--- src/rtl/multiplicador_booth_param.sv ---
// Iterative radix-4 Booth multiplier, N-bit operands, signed/unsigned chosen per operation.
// Define MULT_ACC_EN to add the acumular port (Y <= Y + product when captured high).
module multiplicador_booth_param #(
  parameter int unsigned N = 8
) (
  input  logic           reloj,
  input  logic           reinicio,
  input  logic           iniciar,
  input  logic           con_signo,
  input  logic [N-1:0]   A,
  input  logic [N-1:0]   B,
`ifdef MULT_ACC_EN
  input  logic           acumular,
`endif
  output logic           ocupado,
  output logic           listo,
  output logic [2:0]     Q_LSB,
  output logic [2*N-1:0] Y
);

  localparam int unsigned I  = N / 2 + 1;
  localparam int unsigned W  = N + 2;  // extended operand width, also 2*I multiplier bits
  localparam int unsigned HW = N + 4;  // running sum needs headroom for +-2A
  localparam int unsigned CW = $clog2(I);

  if ((N % 2) != 0 || N < 4) begin : g_bad_n
    $error("multiplicador_booth_param: N must be even and >= 4");
  end

  typedef enum logic [1:0] {StIdle, StCalc, StFin} state_e;

  state_e                state_q, state_d;
  logic [CW-1:0]         cnt_q, cnt_d;
  logic [W-1:0]          a_q, a_d;
  logic signed [HW-1:0]  hi_q, hi_d;
  logic [W-1:0]          lo_q, lo_d;
  logic                  qm1_q, qm1_d;
  logic [2*N-1:0]        y_q, y_d;
  logic                  listo_q, listo_d;
`ifdef MULT_ACC_EN
  logic                  acc_q, acc_d;
`endif

  logic [2:0]            trip;
  logic signed [HW-1:0]  a_sx, term, hi_sum;
  logic [2*N-1:0]        prod;

  assign trip   = {lo_q[1:0], qm1_q};
  assign a_sx   = {{2{a_q[W-1]}}, a_q};
  assign hi_sum = hi_q + term;
  assign prod   = (2*N)'({hi_q, lo_q});

  always_comb begin
    term = '0;
    case (trip)
      3'b001, 3'b010: term = a_sx;
      3'b011:         term = a_sx <<< 1;
      3'b100:         term = -(a_sx <<< 1);
      3'b101, 3'b110: term = -a_sx;
      default:        term = '0;
    endcase
  end

  always_comb begin
    state_d = state_q;
    cnt_d   = cnt_q;
    a_d     = a_q;
    hi_d    = hi_q;
    lo_d    = lo_q;
    qm1_d   = qm1_q;
    y_d     = y_q;
    listo_d = 1'b0;
`ifdef MULT_ACC_EN
    acc_d   = acc_q;
`endif
    unique case (state_q)
      StIdle: begin
        if (iniciar) begin
          state_d = StCalc;
          cnt_d   = '0;
          a_d     = con_signo ? {{2{A[N-1]}}, A} : {2'b00, A};
          lo_d    = con_signo ? {{2{B[N-1]}}, B} : {2'b00, B};
          hi_d    = '0;
          qm1_d   = 1'b0;
`ifdef MULT_ACC_EN
          acc_d   = acumular;
`endif
        end
      end
      StCalc: begin
        // Add the recoded multiple, then shift {hi, lo, q-1} right by two.
        hi_d  = hi_sum >>> 2;
        lo_d  = {hi_sum[1:0], lo_q[W-1:2]};
        qm1_d = lo_q[1];
        if (cnt_q == CW'(I - 1)) begin
          state_d = StFin;
        end else begin
          cnt_d = cnt_q + CW'(1);
        end
      end
      StFin: begin
        state_d = StIdle;
        listo_d = 1'b1;
`ifdef MULT_ACC_EN
        y_d     = acc_q ? y_q + prod : prod;
`else
        y_d     = prod;
`endif
      end
      default: state_d = StIdle;
    endcase
  end

  always_ff @(posedge reloj or negedge reinicio) begin
    if (!reinicio) begin
      state_q <= StIdle;
      cnt_q   <= '0;
      a_q     <= '0;
      hi_q    <= '0;
      lo_q    <= '0;
      qm1_q   <= 1'b0;
      y_q     <= '0;
      listo_q <= 1'b0;
`ifdef MULT_ACC_EN
      acc_q   <= 1'b0;
`endif
    end else begin
      state_q <= state_d;
      cnt_q   <= cnt_d;
      a_q     <= a_d;
      hi_q    <= hi_d;
      lo_q    <= lo_d;
      qm1_q   <= qm1_d;
      y_q     <= y_d;
      listo_q <= listo_d;
`ifdef MULT_ACC_EN
      acc_q   <= acc_d;
`endif
    end
  end

  assign ocupado = (state_q != StIdle);
  assign listo   = listo_q;
  assign Q_LSB   = (state_q == StCalc) ? trip : 3'b000;
  assign Y       = y_q;

endmodule

--- config.mk ---
export PLATFORM = sky130hd
export DESIGN_NAME = multiplicador_booth_param
export DESIGN_NICKNAME = d
export VERILOG_FILES = /design/src/rtl/multiplicador_booth_param.sv
export SDC_FILE = /design/constraint.sdc
export NUM_CORES = 1
export LEC_CHECK = 0
export ABC_AREA = 1
export BUFFER_PORTS_ARGS = -buffer_cell sky130_fd_sc_hd__buf_2
export CAP_MARGIN = 20
export CORE_MARGIN = 2
export CORE_UTILIZATION = 62
export DETAILED_ROUTE_END_ITERATION = 10
export HOLD_SLACK_MARGIN = 0.15
export PLACE_DENSITY = 0.85
export SYNTH_ARGS = -nofsm -noshare
export SYNTH_HDL_FRONTEND = slang
export SYNTH_SLANG_ARGS = --single-unit
--- constraint.sdc ---
create_clock -name reloj -period 3.8 [get_ports reloj]
set_input_delay 0.76 -clock reloj [delete_from_list [all_inputs] [get_ports reloj]]
set_output_delay 0.76 -clock reloj [all_outputs]
set_load 0.01 [all_outputs]
==> results.md <==
- STA classifies the critical path endpoint as a flop.
- The TritonCTS clock tree is built.
- The finished cells cover 3400 sq um.
- The hold violation total from the final report is 0.
- After layout, the worst setup slack is 1007 ps.
- The fraction of layout instances using a drive strength above 1 is 19.56%.
- The initialized floorplan defines 25 standard-cell rows.
- After clock tree synthesis, the setup repair step added 0 buffers.
- Yosys mapped the design onto 41 distinct sky130hd cell types.
- The number of global-route vias before repair came to 2453.
- In the finished design, the share of the clock period the worst path needs comes to 73.49%.
- The number of antenna violations at the first check in global routing came to 0.
- The y dimension of the die is 74.50 microns.
- The pre-CTS setup slack is 1078 ps.
- The post-detailed-route via-to-cell ratio is 5.611.
- In this run the cell area measured after placement is 3309 sq um.
- The final layout contains routed wiring with a total length of 6677 microns.
- The flip-flop and latch area is 1301 sq um.
- After clock tree synthesis, the clock-pin slew on the worst setup and hold paths is 100 ps.
- The average size of a mapped cell is 8.306 sq um.
- Derived from the worst setup path, the maximum achievable clock frequency is 358.1 MHz.
- Setup repair after global routing left no endpoint under its margin.
- The global-route congestion overflow total is 0.
- The cell family contributing the most delay on the critical path is simple AND/OR/NAND/NOR gates.
- The endpoint identified for the worst register-to-register timing path is hi_q[10].
- The die is 74.50 microns wide.
- The worst register-to-register path begins at a_q[0].
- Counting both buffers and inverters, the worst setup path holds a total of 3.
- Relative to the synthesized area, the layout overhead comes to 10.31%.
- The main flop type after synthesis is sky130_fd_sc_hd__dfrtp_1.
- The worst pin sits at a relative slew slack of 47.11%.
- Max-cap violations in this run came to 0.
- The multi-input gate area in the final layout is 1518 sq um.
- For this run, asynchronously set or reset flops after synthesis account for 100.0%.
- The number of inserted diodes is 0.
- The total core area is 4755 sq um.
- The largest driver fanout on the critical path is 4.
- STA classifies the critical path startpoint as a flop.
- Adding up every negative setup slack in the final design gives 0 ps.
- The root buffer selected by CTS is sky130_fd_sc_hd__clkbuf_8.
- The number of buffers between clock root and the deepest sink is 2.
- The clock tree synthesis step divided the H-tree into 2 levels.
- The number of I/O pins is 41.
- The cell area after technology mapping is 3082 sq um.
- The count of buffers from port buffering is 40.
- The initial utilization of the core area, before any placement, comes to 64.82%.
- The worst reg-to-reg setup slack is 1010 ps.
- The count of nets left with antenna violations after detail routing is 0.
- The final critical-path required period is 2793 ps.
- For the worst flop-to-flop path, the logic depth is 16.
- For the pin with the worst max-slew slack, the measured transition is 793.3 ps.
- The worst clock skew is 5.891 ps.
- The critical path in this run is classified as flop to flop.
- The slowest stage of the critical path belongs to the cell sky130_fd_sc_hd__dfrtp_1.
- The number of violations reported at the end of detailed-routing iteration 0 is 194.
- The first global-routing pass estimated 11070 microns of wire.
- The routability-driven placement congestion ratio is 0.8869.
- For this run, the number of Yosys warnings is 0.
- The clock sink count is 52.
- In this design, the stage delay of the slowest critical-path cell is 430 ps.
- The full die area is 5550 sq um.
- The number of endpoints failing setup at the final stage is 0.
- Dividing the detail-routed wire length by the instance count gives 14.03 microns.
- The post-layout net count is 443.
- In this run, CTS created clock tree buffers numbering 5.
- The synthesized net count is 406.
- In the routed design, unresolved DRC markers number 0.
- The pre-antenna-repair detailed-routing pass consisted of 5 iterations.
- Data on the critical path arrives at its endpoint at 3010 ps.
- The count of final max-slew check failures was 0.
- The flow ran to the end, and the final reports show no timing, DRC or antenna violations.
- The logic depth of the worst setup path including buffers is 16.
- The number of gates given a new drive strength after cts is 0.
- In this run the worst hold path is classified as flop to flop.
- The overall routing resource usage is 25.97%.
- The hold-fix buffer count after cts is 0.
- The number of synthesized flops with an enable pin is 0.
- Counting the fill cells in the layout gives 382.
- The synthesized design contains 52 register bits.
- In this run the worst setup path begins at a_q[0].
- At the worst endpoint, the required time is 4010 ps.
- The clock reaches the later pin of the worst-skew pair after 310 ps.
- The critical path goes through inv_1 > ha_1 > nand2_2 > nor2_4 > xor2_1 > inv_1 > a221o_1 > ha_1 > inv_1 > o21ai_0 > nand2_1 > nand3_2 > a21boi_0 > nand3_1 > nand3_1 > nand2_1.
- The critical path ends at hi_q[10].
- Entering global routing, the biggest net connects 36 pins.
- Counting every instance in the synthesized netlist gives 371.
- The register area share after synthesis is 42.22%.
- Counting stages on the worst path, the most repeated cell is sky130_fd_sc_hd__inv_1.
- After legalization and detailed placement, the total HPWL measured 4984 microns.
- The number of vias in the routed layout is 2671.
[worst min-delay path by stage]
stage	slack, ps	cells past startpoint	end	start
floorplan	450	1	listo	state_q[0]
global placement	460	2	Y[13]	Y[13]
detailed placement	470	2	Y[13]	Y[13]
CTS	480	1	listo	state_q[0]
global route	510	2	Y[0]	Y[0]
finish	480	1	listo	state_q[0]
[cell usage after synthesis (5+ instances only)]
master	number	area share, %
sky130_fd_sc_hd__o211ai_1	5	1.2
sky130_fd_sc_hd__o22ai_1	7	1.4
sky130_fd_sc_hd__clkbuf_1	5	0.61
sky130_fd_sc_hd__inv_2	11	1.3
sky130_fd_sc_hd__nand2_1	82	10
sky130_fd_sc_hd__a21oi_1	11	1.8
sky130_fd_sc_hd__o21ai_1	18	2.9
sky130_fd_sc_hd__inv_1	42	5.1
sky130_fd_sc_hd__nor2_1	14	1.7
sky130_fd_sc_hd__xor2_1	9	2.6
sky130_fd_sc_hd__nand3_1	21	3.4
sky130_fd_sc_hd__ha_1	14	5.7
sky130_fd_sc_hd__nor3_1	6	0.97
sky130_fd_sc_hd__o21ai_0	25	4.1
sky130_fd_sc_hd__dfrtp_1	52	42
[worst register-to-register path, cell delays in order (launching register included)]
cell                       delay (ps)
sky130_fd_sc_hd__dfrtp_1          430
sky130_fd_sc_hd__inv_1            110
sky130_fd_sc_hd__ha_1             210
sky130_fd_sc_hd__nand2_2           80
sky130_fd_sc_hd__nor2_4           110
sky130_fd_sc_hd__xor2_1           150
sky130_fd_sc_hd__inv_1             60
sky130_fd_sc_hd__a221o_1          310
sky130_fd_sc_hd__ha_1             300
sky130_fd_sc_hd__inv_1            120
sky130_fd_sc_hd__o21ai_0          110
sky130_fd_sc_hd__nand2_1          100
sky130_fd_sc_hd__nand3_2          130
sky130_fd_sc_hd__a21boi_0         230
sky130_fd_sc_hd__nand3_1          110
sky130_fd_sc_hd__nand3_1           80
sky130_fd_sc_hd__nand2_1           60
[cell type report]
type / instances / share of cell area (%)
sequential: 52 / 38.28
clock inverter: 3 / 0.6257
tap: 67 / 2.466
clock buffer: 5 / 2.024
inverter: 53 / 5.852
timing repair buffer: 41 / 6.110
multi-input combinational: 255 / 44.64
[metrics by stage]
stage | utilization (%) | hold WS (ps) | instances
global placement | 69.61 | 455.6 | 468
finish | 71.50 | 484.5 | 476
detailed placement | 69.61 | 465.9 | 468
CTS | 71.50 | 485.0 | 476
global route | 71.50 | 513.3 | 476
floorplan | - | 448.1 | 371
[registers in the layout, summed over array words and instances, names as in the netlist]
| name | cells |
|---|---|
| cnt_q | 3 |
| a_q | 9 |
| qm1_q | 1 |
| Y | 16 |
| hi_q | 10 |
| state_q | 2 |
| lo_q | 10 |
| listo | 1 |
[metal layers]
| layer | share of wire, % | global-route usage (%) | wire [microns] | vias up |
|---|---|---|---|---|
| li1 | - | - | - | 1315 |
| met1 | 45 | 35.77 | 3026 | 1279 |
| met2 | 49 | 42.87 | 3288 | 63 |
| met3 | 3.8 | 2.846 | 254 | 14 |
| met4 | 1.6 | 8.929 | 108 | 0 |
| met5 | 0 | 0 | 0 | - |
[logic make-up after synthesis]
group           count (synthesis)  share of synthesized area (%)
compound gates                 84                          16.48
xor+xnor                       11                          3.127
fa+ha+maj                      15                          6.334
buf+inv                        64                          8.526
flops                          52                          42.22
simple gates                  145                          23.31
[layout by cell type (no fill, tap or decap), types with 2 or more instances in the layout]
cell type,netlist,routed
sky130_fd_sc_hd__xnor2_1,2,2
sky130_fd_sc_hd__nor2_4,2,2
sky130_fd_sc_hd__inv_1,42,42
sky130_fd_sc_hd__nor2_8,2,2
sky130_fd_sc_hd__o21ai_0,25,25
sky130_fd_sc_hd__o221ai_1,2,2
sky130_fd_sc_hd__a22oi_1,2,2
sky130_fd_sc_hd__buf_2,3,40
sky130_fd_sc_hd__a21oi_1,11,11
sky130_fd_sc_hd__nor2_2,2,2
sky130_fd_sc_hd__o21ai_1,18,18
sky130_fd_sc_hd__nand2_4,2,2
sky130_fd_sc_hd__a221oi_1,4,4
sky130_fd_sc_hd__o211ai_1,5,5
sky130_fd_sc_hd__o2111ai_1,4,4
sky130_fd_sc_hd__nand3_1,21,21
sky130_fd_sc_hd__nor3_1,6,6
sky130_fd_sc_hd__nand3_2,3,3
sky130_fd_sc_hd__dfrtp_1,52,52
sky130_fd_sc_hd__nand2_2,4,4
sky130_fd_sc_hd__xor2_1,9,9
sky130_fd_sc_hd__nand4_1,3,3
sky130_fd_sc_hd__nand2_1,82,82
sky130_fd_sc_hd__ha_1,14,14
sky130_fd_sc_hd__inv_2,11,11
sky130_fd_sc_hd__nor2_1,14,14
sky130_fd_sc_hd__clkbuf_8,0,5
sky130_fd_sc_hd__o22ai_1,7,7
Power is not shown: default switching activity piles up to over one toggle a cycle in this logic, so the estimate is an artifact.
